### config.mk
export PLATFORM = sky130hd
export DESIGN_NAME = load_store_unit
export DESIGN_NICKNAME = d
export VERILOG_FILES = /design/src/rtl/cpu_pkg.sv /design/src/rtl/lsu_align.sv /design/src/rtl/load_store_unit.sv
export SDC_FILE = /design/constraint.sdc
export NUM_CORES = 1
export LEC_CHECK = 0
export BUFFER_PORTS_ARGS = -buffer_cell sky130_fd_sc_hd__buf_2
export CAP_MARGIN = 15
export CORE_MARGIN = 4
export CORE_UTILIZATION = 45
export CTS_CLUSTER_DIAMETER = 60
export DETAILED_ROUTE_END_ITERATION = 16
export PLACE_DENSITY = 0.73
export SYNTH_ARGS = -nofsm -noshare
export SYNTH_HDL_FRONTEND = slang
export SYNTH_SLANG_ARGS = --single-unit
### constraint.sdc
create_clock -name clk -period 2.8 [get_ports clk]
set_input_delay 0.14 -clock clk [delete_from_list [all_inputs] [get_ports clk]]
set_output_delay 0.14 -clock clk [all_outputs]
set_load 0.01 [all_outputs]
### src/rtl/cpu_pkg.sv
// Shared CPU definitions: memory access sizes, LSU state encoding and bus payload.
package cpu_pkg;

    localparam int unsigned XLEN   = 32;
    localparam int unsigned BE_W   = XLEN / 8;
    localparam int unsigned CNT_W  = 8;

    localparam logic [1:0] MEM_B = 2'b00;
    localparam logic [1:0] MEM_H = 2'b01;
    localparam logic [1:0] MEM_W = 2'b10;

    typedef enum logic [1:0] {
        ST_IDLE = 2'd0,
        ST_REQ  = 2'd1,
        ST_WAIT = 2'd2,
        ST_RESP = 2'd3
    } lsu_state_e;

    typedef struct packed {
        logic              we;
        logic [XLEN-1:0]   addr;
        logic [BE_W-1:0]   be;
        logic [XLEN-1:0]   wdata;
    } bus_cmd_t;

    // Size 2'b11 falls into the word case.
    function automatic logic is_misaligned(input logic [1:0] size, input logic [1:0] off);
        case (size)
            MEM_B:   return 1'b0;
            MEM_H:   return off[0];
            default: return off != 2'b00;
        endcase
    endfunction

endpackage

### src/rtl/lsu_align.sv
// Lane steering for stores (byte enables, replicated data) and lane select plus
// sign/zero extension for loads.
module lsu_align
    import cpu_pkg::*;
(
    input  logic [1:0]      size_i,
    input  logic [1:0]      off_i,
    input  logic            uns_i,
    input  logic [XLEN-1:0] wdata_i,
    input  logic [XLEN-1:0] rdata_i,
    output logic [BE_W-1:0] be_c_o,
    output logic [XLEN-1:0] wdata_c_o,
    output logic [XLEN-1:0] ldata_c_o
);

    logic [7:0]  byte_lane;
    logic [15:0] half_lane;
    logic        sign_bit;

    always_comb begin
        byte_lane = rdata_i[{off_i, 3'b000} +: 8];
        half_lane = off_i[1] ? rdata_i[31:16] : rdata_i[15:0];
        sign_bit  = 1'b0;
        be_c_o    = 4'b1111;
        wdata_c_o = wdata_i;
        ldata_c_o = rdata_i;
        case (size_i)
            MEM_B: begin
                sign_bit  = ~uns_i & byte_lane[7];
                be_c_o    = 4'b0001 << off_i;
                wdata_c_o = {4{wdata_i[7:0]}};
                ldata_c_o = {{24{sign_bit}}, byte_lane};
            end
            MEM_H: begin
                sign_bit  = ~uns_i & half_lane[15];
                be_c_o    = 4'b0011 << {off_i[1], 1'b0};
                wdata_c_o = {2{wdata_i[15:0]}};
                ldata_c_o = {{16{sign_bit}}, half_lane};
            end
            default: begin
                be_c_o    = 4'b1111;
                wdata_c_o = wdata_i;
                ldata_c_o = rdata_i;
            end
        endcase
    end

endmodule

### src/rtl/load_store_unit.sv
// Load/store unit: one outstanding access, bus request/grant/rvalid handshake,
// alignment checks and a bus-wait timeout.
module load_store_unit
    import cpu_pkg::*;
#(
    parameter int unsigned TIMEOUT_CYCLES = 255
) (
    input  logic            clk,
    input  logic            rst_n,
    input  logic            req_valid,
    output logic            req_ready,
    input  logic            mem_read,
    input  logic            mem_write,
    input  logic [1:0]      mem_size,
    input  logic            mem_unsigned,
    input  logic [XLEN-1:0] addr,
    input  logic [XLEN-1:0] wdata,
    output logic            resp_valid,
    output logic [XLEN-1:0] load_data,
    output logic            resp_misalign,
    output logic            resp_err,
    output logic            bus_req,
    output logic            bus_we,
    output logic [XLEN-1:0] bus_addr,
    output logic [BE_W-1:0] bus_be,
    output logic [XLEN-1:0] bus_wdata,
    input  logic            bus_gnt,
    input  logic            bus_rvalid,
    input  logic [XLEN-1:0] bus_rdata
);

    lsu_state_e       state_q;
    logic [CNT_W-1:0] cnt_q;
    logic [CNT_W-1:0] cnt_d;
    logic             timeout_c;
    logic [1:0]       size_q;
    logic [1:0]       off_q;
    logic             uns_q;
    logic             req_ready_q;
    logic             resp_valid_q;
    logic             resp_mis_q;
    logic             resp_err_q;
    logic [XLEN-1:0]  load_data_q;
    bus_cmd_t         bus_cmd_q;
    logic             bus_req_q;

    logic [1:0]       al_size;
    logic [1:0]       al_off;
    logic             al_uns;
    logic [BE_W-1:0]  al_be_c;
    logic [XLEN-1:0]  al_wdata_c;
    logic [XLEN-1:0]  al_ldata_c;
    logic             is_access_c;
    logic             misalign_c;

    // Steering follows the live request while idle and the captured one afterwards.
    assign al_size = (state_q == ST_IDLE) ? mem_size     : size_q;
    assign al_off  = (state_q == ST_IDLE) ? addr[1:0]    : off_q;
    assign al_uns  = (state_q == ST_IDLE) ? mem_unsigned : uns_q;

    lsu_align u_align (
        .size_i    (al_size),
        .off_i     (al_off),
        .uns_i     (al_uns),
        .wdata_i   (wdata),
        .rdata_i   (bus_rdata),
        .be_c_o    (al_be_c),
        .wdata_c_o (al_wdata_c),
        .ldata_c_o (al_ldata_c)
    );

    always_comb begin
        cnt_d       = cnt_q + CNT_W'(1);
        timeout_c   = (9'({1'b0, cnt_q}) + 9'd1) == 9'(TIMEOUT_CYCLES);
        is_access_c = mem_read | mem_write;
        misalign_c  = is_misaligned(mem_size, addr[1:0]);
    end

    always_ff @(posedge clk or negedge rst_n) begin
        if (!rst_n) begin
            state_q      <= ST_IDLE;
            cnt_q        <= '0;
            size_q       <= MEM_B;
            off_q        <= 2'b00;
            uns_q        <= 1'b0;
            req_ready_q  <= 1'b1;
            resp_valid_q <= 1'b0;
            resp_mis_q   <= 1'b0;
            resp_err_q   <= 1'b0;
            load_data_q  <= '0;
            bus_cmd_q    <= '0;
            bus_req_q    <= 1'b0;
        end else begin
            case (state_q)
                ST_IDLE: begin
                    if (req_valid) begin
                        size_q      <= mem_size;
                        off_q       <= addr[1:0];
                        uns_q       <= mem_unsigned;
                        cnt_q       <= '0;
                        req_ready_q <= 1'b0;
                        if (!is_access_c) begin
                            state_q      <= ST_RESP;
                            resp_valid_q <= 1'b1;
                        end else if (misalign_c) begin
                            state_q      <= ST_RESP;
                            resp_valid_q <= 1'b1;
                            resp_mis_q   <= 1'b1;
                        end else begin
                            // A request with both read and write set is a store.
                            state_q         <= ST_REQ;
                            bus_req_q       <= 1'b1;
                            bus_cmd_q.we    <= mem_write;
                            bus_cmd_q.addr  <= {addr[XLEN-1:2], 2'b00};
                            bus_cmd_q.be    <= al_be_c;
                            bus_cmd_q.wdata <= al_wdata_c;
                        end
                    end
                end
                ST_REQ: begin
                    cnt_q <= cnt_d;
                    if (timeout_c) begin
                        state_q      <= ST_RESP;
                        bus_req_q    <= 1'b0;
                        resp_valid_q <= 1'b1;
                        resp_err_q   <= 1'b1;
                    end else if (bus_gnt) begin
                        bus_req_q <= 1'b0;
                        if (bus_cmd_q.we) begin
                            state_q      <= ST_RESP;
                            resp_valid_q <= 1'b1;
                        end else begin
                            state_q <= ST_WAIT;
                        end
                    end
                end
                ST_WAIT: begin
                    cnt_q <= cnt_d;
                    if (timeout_c) begin
                        state_q      <= ST_RESP;
                        resp_valid_q <= 1'b1;
                        resp_err_q   <= 1'b1;
                    end else if (bus_rvalid) begin
                        state_q      <= ST_RESP;
                        resp_valid_q <= 1'b1;
                        load_data_q  <= al_ldata_c;
                    end
                end
                ST_RESP: begin
                    state_q      <= ST_IDLE;
                    req_ready_q  <= 1'b1;
                    resp_valid_q <= 1'b0;
                    resp_mis_q   <= 1'b0;
                    resp_err_q   <= 1'b0;
                    load_data_q  <= '0;
                    bus_cmd_q.we <= 1'b0;
                end
                default: begin
                    state_q     <= ST_IDLE;
                    req_ready_q <= 1'b1;
                    bus_req_q   <= 1'b0;
                end
            endcase
        end
    end

    assign req_ready     = req_ready_q;
    assign resp_valid    = resp_valid_q;
    assign load_data     = load_data_q;
    assign resp_misalign = resp_mis_q;
    assign resp_err      = resp_err_q;
    assign bus_req       = bus_req_q;
    assign bus_we        = bus_cmd_q.we;
    assign bus_addr      = bus_cmd_q.addr;
    assign bus_be        = bus_cmd_q.be;
    assign bus_wdata     = bus_cmd_q.wdata;

endmodule

==> impl_metrics.csv, run 1 <==
group,metric,value,unit
status,status,"finished clean",
yosys,ys_seq_area_share,48.57,%
clock_tree,cts_root_buf,"clkbuf_16",
yosys,synthFlopType,"dfrtp_1",
place,place_congestion,0.9117,
final_layout,fin_area,8325,sq um
sta,finalCriticalPeriod,2.603,ns
power_and_ir_drop,pwr-share-seq,29.7,%
global_routing,grt-ovfl-total,0,
power_and_ir_drop,clkPwrFrac,23.0,%
place,port_buffers,209,
sta,tightest_slew,0.6788,ns
power_and_ir_drop,swShare,39.55,%
setup_path,endpoint,"load_data[27]$_DFFE_PN0P_",
detailed_routing,dr.first_iter.drc_count,619,
detailed_routing,drt-wirelength-per-cell,19.28,um
setup_path,critical_path_buf_inv_count,3,
yosys,yosys.area.top_type,"dfrtp_1",
final_layout,n_antenna_cell,0,
sta,fin_worst_skew,0.006486,ns
setup_path,slowest_stage,"dfrtp_1",
power_and_ir_drop,power_density,1227,nW/um^2
clock_tree,clk_path_buf_depth,2,
setup_path,cpPeakStageDelay,0.43,ns
clock_tree,cts_tree,"yes",
setup_path,timing.rr.end,"load_data[27]$_DFFE_PN0P_",
sta,hold_ws,0.02270,ns
setup_path,required,3.08,ns
setup_path,worstSetupStartpointType,"flop",
power_and_ir_drop,comb_power_share,47.3,%
final_layout,fill_cells,1074,
sta,finalSetupViolCount,0,
floorplan,fp-row-count,42,
sta,maxClockFrequency,0.3841,GHz
clock_tree,clock-sinks,119,
setup_path,crit_fanout,17,
place,place_area,7323,sq um
global_routing,antenna_found_initial,1,
hold_path,worstHoldStart,"wdata[5]",
yosys,syn_avg_cell_area,10.80,sq um
sta,drv_slew,0,
final_layout,area_delta_synth_final,35.74,%
global_routing,grt.total_usage,24.40,%
clock_tree,htreeDepth,4,
power_and_ir_drop,irDropWorstVdd,0.5938,mV
detailed_routing,totalWireLength,19.06,mm
final_layout,fin_nets,912,
hold_path,hold_path.class,"in2reg",
setup_path,arrival,2.88,ns
floorplan,fp.dieW,124.7,um
final_layout,drive_above_1_share,41.21,%
final_layout,multi_input_area,2829,sq um
yosys,synth_warnings,0,
floorplan,dieArea,15560,sq um
run,maxCapViolCount,0,
global_routing,grt_first_pass_wirelength,30.74,mm
final_layout,final-seq-area,2979,sq um
setup_path,path_class,"reg2reg",
setup_path,reg2reg_slack,0.20,ns
setup_path,path_cells,"inv_1 -> ha_2 -> buf_4 -> mux2_4 -> nand2_1 -> nand2_1 -> a221oi_4 -> buf_4 -> o32ai_1",
floorplan,pin_count,212,
sta,fin_tns_setup,0,ns
detailed_routing,ant_nets,0,
yosys,async_flop_share,100.0,%
detailed_routing,firstDrtPassIters,7,
sta,max-slew-margin-rel,54.75,%
clock_tree,clk_latency,0.42,ns
sta,rsz0062_at_grt,"no",
global_routing,grt_max_degree,79,
yosys,synth-edff-count,0,
setup_path,end_kind,"flop",
yosys,yosys.area.top_type_share,48.14,%
final_layout,fin_util,62.62,%
yosys,ys_top_cells_by_area,"dfrtp_1 48%, mux2_2 7.9%, o21ai_0 3.9%, a222oi_1 3.6%, nand2_1 3.5%",
power_and_ir_drop,power_switching,4.039,mW
setup_path,cp_num_cells,9,
floorplan,dieHeight,124.7,um
place,hpwl,13.13,mm
power_and_ir_drop,p_int,6.175,mW
global_routing,grt_pass1_vias,5908,
yosys,synth.distinct_cells,66,
yosys,synth_area,6133,sq um
yosys,synth_seq_cells,119,
floorplan,start_util,46.13,%
clock_tree,clkSlewWorstSetupHoldPaths,0.06,ns
sta,fin_crit_sh,92.98,%
clock_tree,cts_inserted_buffers,17,
detailed_routing,drc_errors,0,
detailed_routing,viasPerCell,5.729,
setup_path,regToRegStartpoint,"state_q[1]$_DFFE_PN0P_",
yosys,synthCells,568,
detailed_routing,vias,5666,
power_and_ir_drop,leakagePower,3.974,nW
setup_path,critPathLaunch,"state_q[1]$_DFFE_PN0P_",
floorplan,core_area,13300,sq um
setup_path,crit_family,"buffers and inverters",
setup_path,r2r_cells,9,
sta,hold_viol,0,
-- state kept, by name, indices dropped and copies added, names as in the netlist, 2 cells and up --
signal	flops
state_q	2
bus_wdata	32
size_q	2
load_data	32
off_q	2
cnt_q	8
bus_addr	30
bus_be	4
-- kinds of logic after synthesis --
kind of cell,share of synthesized area [%]
compound gates,22.32
simple gates,9.690
flops,48.57
buf+inv,5.671
mux,12.18
fa+ha+maj,1.224
xor+xnor,0.2856
other cells,0.06114
-- timing repair --
action | 4_1_cts | 5_1_grt
resized for setup | 1 | 4
pin swaps | 0 | 1
endpoints found under the hold margin | 77 | 0
hold buffers | 34 | 0
endpoints found under the setup margin | 2 | 32
setup buffers | 0 | 2
-- layout make-up --
class                   count  area share (%)
clock buffers              23           5.500
multi-input cells         371           33.98
flip-flops and latches    119           35.78
inverters                  32           1.443
well taps                 176           2.645
repair buffers            259           18.58
clock inverters             9           2.074
-- cells in the final DEF (no fill, tap or decap), drive strengths merged, types with 4 or more instances in the layout --
cell / count
nor2: 15
mux2i: 22
o32ai: 19
a21oi: 36
mux2: 45
bufinv: 5
ha: 6
dfrtp: 118
a21o: 4
and2: 6
a222oi: 22
nand3: 10
buf: 225
o2bb2ai: 18
clkbuf: 23
o21ai: 48
nor3: 9
o221a: 8
nand2: 58
dlygate4sd3: 34
inv: 32
-- per-stage QoR --
stage | setup slack [ns] | power, mW | std cells
after global routing | 0.05497 | 10.87 | 989
final | 0.1966 | 10.21 | 989
after CTS | 0.009127 | 10.17 | 987
after detailed placement | -0.001791 | 7.723 | 921
after floorplan | 0.4176 | 6.127 | 569
after global placement | 0.1942 | 7.533 | 921
-- synth_stat cells, drive strengths merged, types with 10 or more instances --
master   instances
o2bb2ai         18
o21ai           48
dfrtp          118
nor2            15
buf             22
nand3           10
inv             32
a222oi          22
mux2i           22
o32ai           19
mux2            45
nand2           58
a21oi           36
clkbuf          25
-- worst register-to-register path, stage by stage (launching register included) --
cell      delay [ns]
dfrtp_1         0.43
inv_1           0.13
ha_2            0.33
buf_4           0.27
mux2_4          0.39
nand2_1         0.10
nand2_1         0.10
a221oi_4        0.26
buf_4           0.30
o32ai_1         0.16
-- layer usage --
| layer | share of wire, % | up-vias | global-route usage, % |
|---|---|---|---|
| met3 | 8.0 | 57 | 7.461 |
| met1 | 39 | 2740 | 29.20 |
| met2 | 49 | 300 | 40.43 |
| met5 | 0.068 | - | 0 |
| li1 | - | 2567 | - |
| met4 | 3.6 | 2 | 10.96 |
-- power groups by stage --
stage	sequential [mW]	clock [mW]	combinational, mW
2_1_floorplan	3.26	0	2.87
3_3_place_gp	2.99	0	4.55
4_1_cts	3.02	2.38	4.77
3_5_place_dp	3.03	0	4.69
6_report	3.03	2.35	4.84
5_1_grt	3.12	2.48	5.27
-- worst min path at each step --
stage / end / slack [ns] / cells past startpoint
detailed placement: load_data[30]$_DFFE_PN0P_ / 0.20 / 1
floorplan: bus_addr[10]$_DFFE_PN0P_ / -0.16 / 0
CTS: bus_wdata[5]$_DFFE_PN0P_ / 0.007 / 2
global route: bus_wdata[6]$_DFFE_PN0P_ / 0.01 / 2
finish: bus_wdata[5]$_DFFE_PN0P_ / 0.02 / 2
global placement: load_data[29]$_DFFE_PN0P_ / 0.20 / 1
No activity file was read; power rests on OpenSTA's default activity.
==> run 2: changes to the inputs <==
Settings changed: RECOVER_POWER from default to 100.
==> impl_metrics.csv, run 2 (synthesized netlist as in run 1, its figures left out) <==
group,metric,value,unit
status,status,"finished clean",
detailed_routing,firstDrtPassIters,6,
clock_tree,htreeDepth,4,
final_layout,drive_above_1_share,27.06,%
final_layout,layout_commonest_cell,"dfrtp_1",
setup_path,regToRegStartpoint,"state_q[1]$_DFFE_PN0P_",
detailed_routing,drc_errors,0,
sta,max-slew-margin-rel,14.19,%
floorplan,core_area,13300,sq um
sta,fin_crit_sh,91.36,%
sta,rsz0062_at_grt,"no",
floorplan,dieArea,15560,sq um
setup_path,crit_family,"buffers and inverters",
hold_path,hold_path.class,"in2reg",
global_routing,grt_first_pass_wirelength,30.74,mm
global_routing,antenna_found_initial,1,
sta,hold_viol,0,
setup_path,path_cells,"inv_1 -> ha_2 -> buf_4 -> and2_0 -> nand2_2 -> clkbuf_2 -> mux2_2",
clock_tree,clk_path_buf_depth,2,
place,dpl.cell_count,921,
clock_tree,clkSlewWorstSetupHoldPaths,0.05,ns
final_layout,fill_cells,1149,
global_routing,grt_pass1_vias,5908,
power_and_ir_drop,leakagePower,3.592,nW
floorplan,fp-row-count,42,
place,place_area,7323,sq um
detailed_routing,totalWireLength,19.06,mm
setup_path,cpPeakStageDelay,0.46,ns
setup_path,required,3.09,ns
global_routing,grt-ovfl-total,0,
setup_path,path_class,"reg2reg",
power_and_ir_drop,irDropWorstVdd,0.6006,mV
sta,fin_tns_setup,0,ns
setup_path,arrival,2.85,ns
sta,tightest_slew,1.287,ns
sta,finalSetupViolCount,0,
power_and_ir_drop,power_density,1225,nW/um^2
floorplan,pin_count,212,
sta,maxClockFrequency,0.3909,GHz
floorplan,dieHeight,124.7,um
sta,fin_worst_skew,0.007048,ns
final_layout,fin_util,61.01,%
final_layout,fin_nets,912,
final_layout,fin_area,8112,sq um
final_layout,fin_cells,989,
detailed_routing,drt-wirelength-per-cell,19.27,um
detailed_routing,vias,5655,
sta,setup_ws,0.2418,ns
clock_tree,clock-sinks,119,
setup_path,slowest_stage,"and2_0",
hold_path,worstHoldStart,"wdata[5]",
place,dpl_worst_slack,-0.001791,ns
floorplan,start_util,46.13,%
final_layout,n_antenna_cell,0,
setup_path,end_kind,"flop",
sta,hold_ws,0.02350,ns
final_layout,area_delta_synth_final,32.25,%
setup_path,critical_path_buf_inv_count,3,
place,port_buffers,209,
sta,drv_slew,0,
clock_tree,cts_root_buf,"clkbuf_16",
setup_path,worstSetupStartpointType,"flop",
clock_tree,clk_latency,0.41,ns
global_routing,grt_max_degree,79,
setup_path,critPathLaunch,"state_q[1]$_DFFE_PN0P_",
sta,finalCriticalPeriod,2.558,ns
setup_path,crit_fanout,20,
place,place_congestion,0.9117,
clock_tree,cts_tree,"yes",
detailed_routing,viasPerCell,5.718,
final_layout,final_cell_mix,"118 x dfrtp_1, 110 x clkbuf_1, 104 x buf_2",
clock_tree,cts_inserted_buffers,17,
place,hpwl,13.13,mm
floorplan,fp.dieW,124.7,um
global_routing,grt.total_usage,24.40,%
detailed_routing,dr.first_iter.drc_count,634,
detailed_routing,ant_nets,0,
power_and_ir_drop,p_total,9.940,mW
run,maxCapViolCount,0,
[run 2: cell types whose count changed in the layout (fill, tap and decap cells not counted)]
| cell | delta |
|---|---|
| mux2_1 | +1 |
| and2_0 | +1 |
| buf_4 | -4 |
| clkbuf_1 | +105 |
| and2_2 | -1 |
| buf_2 | -104 |
| o32ai_4 | -1 |
| clkbuf_2 | +3 |
| mux2_2 | -1 |
| o32ai_1 | +8 |
| o32ai_2 | -7 |
[run 2: worst paths after layout]
check	slack, ns	to	depth (start not counted)
min in group asynchronous	0.53	load_data[30]$_DFFE_PN0P_	2
worst min register to register	0.48	bus_wdata[9]$_DFFE_PN0P_	2
worst max-delay path	0.24	bus_addr[26]$_DFFE_PN0P_	7
worst max register to register	0.24	bus_addr[26]$_DFFE_PN0P_	7
worst min-delay path	0.02	bus_wdata[5]$_DFFE_PN0P_	2
max in group asynchronous	0.93	bus_wdata[7]$_DFFE_PN0P_	3
[run 2: where the power goes]
part	switching (mW)	internal (mW)
clock network	0.754	1.60
registers	0.541	2.50
logic	2.70	1.84
total	3.99	5.95
[run 2: area by class of cell]
cell class                      count  area [sq um]  area share, %
Sequential cell                   119          2979          36.73
Clock inverter                      9         172.7          2.129
Multi-Input combinational cell    371          2756          33.98
Tap cell                          176         220.2          2.715
Timing Repair Buffer              259          1405          17.32
Clock buffer                       23         457.9          5.646
Inverter                           32         120.1          1.481
[run 2: per-layer routing]
| layer | global-route usage, % | share of wire (%) |
|---|---|---|
| met5 | 0 | 0.079 |
| met1 | 29.20 | 39 |
| met3 | 7.461 | 8.6 |
| met4 | 10.96 | 3.6 |
| met2 | 40.43 | 49 |
[run 2: what timing repair did]
| action | in CTS | in global routing |
|---|---|---|
| endpoints found under the setup margin | 2 | 32 |
| gates resized for setup | 1 | 4 |
| pin swaps | 0 | 1 |
| hold buffers | 34 | 0 |
| setup buffers | 0 | 2 |
| hold endpoints to repair | 77 | 0 |
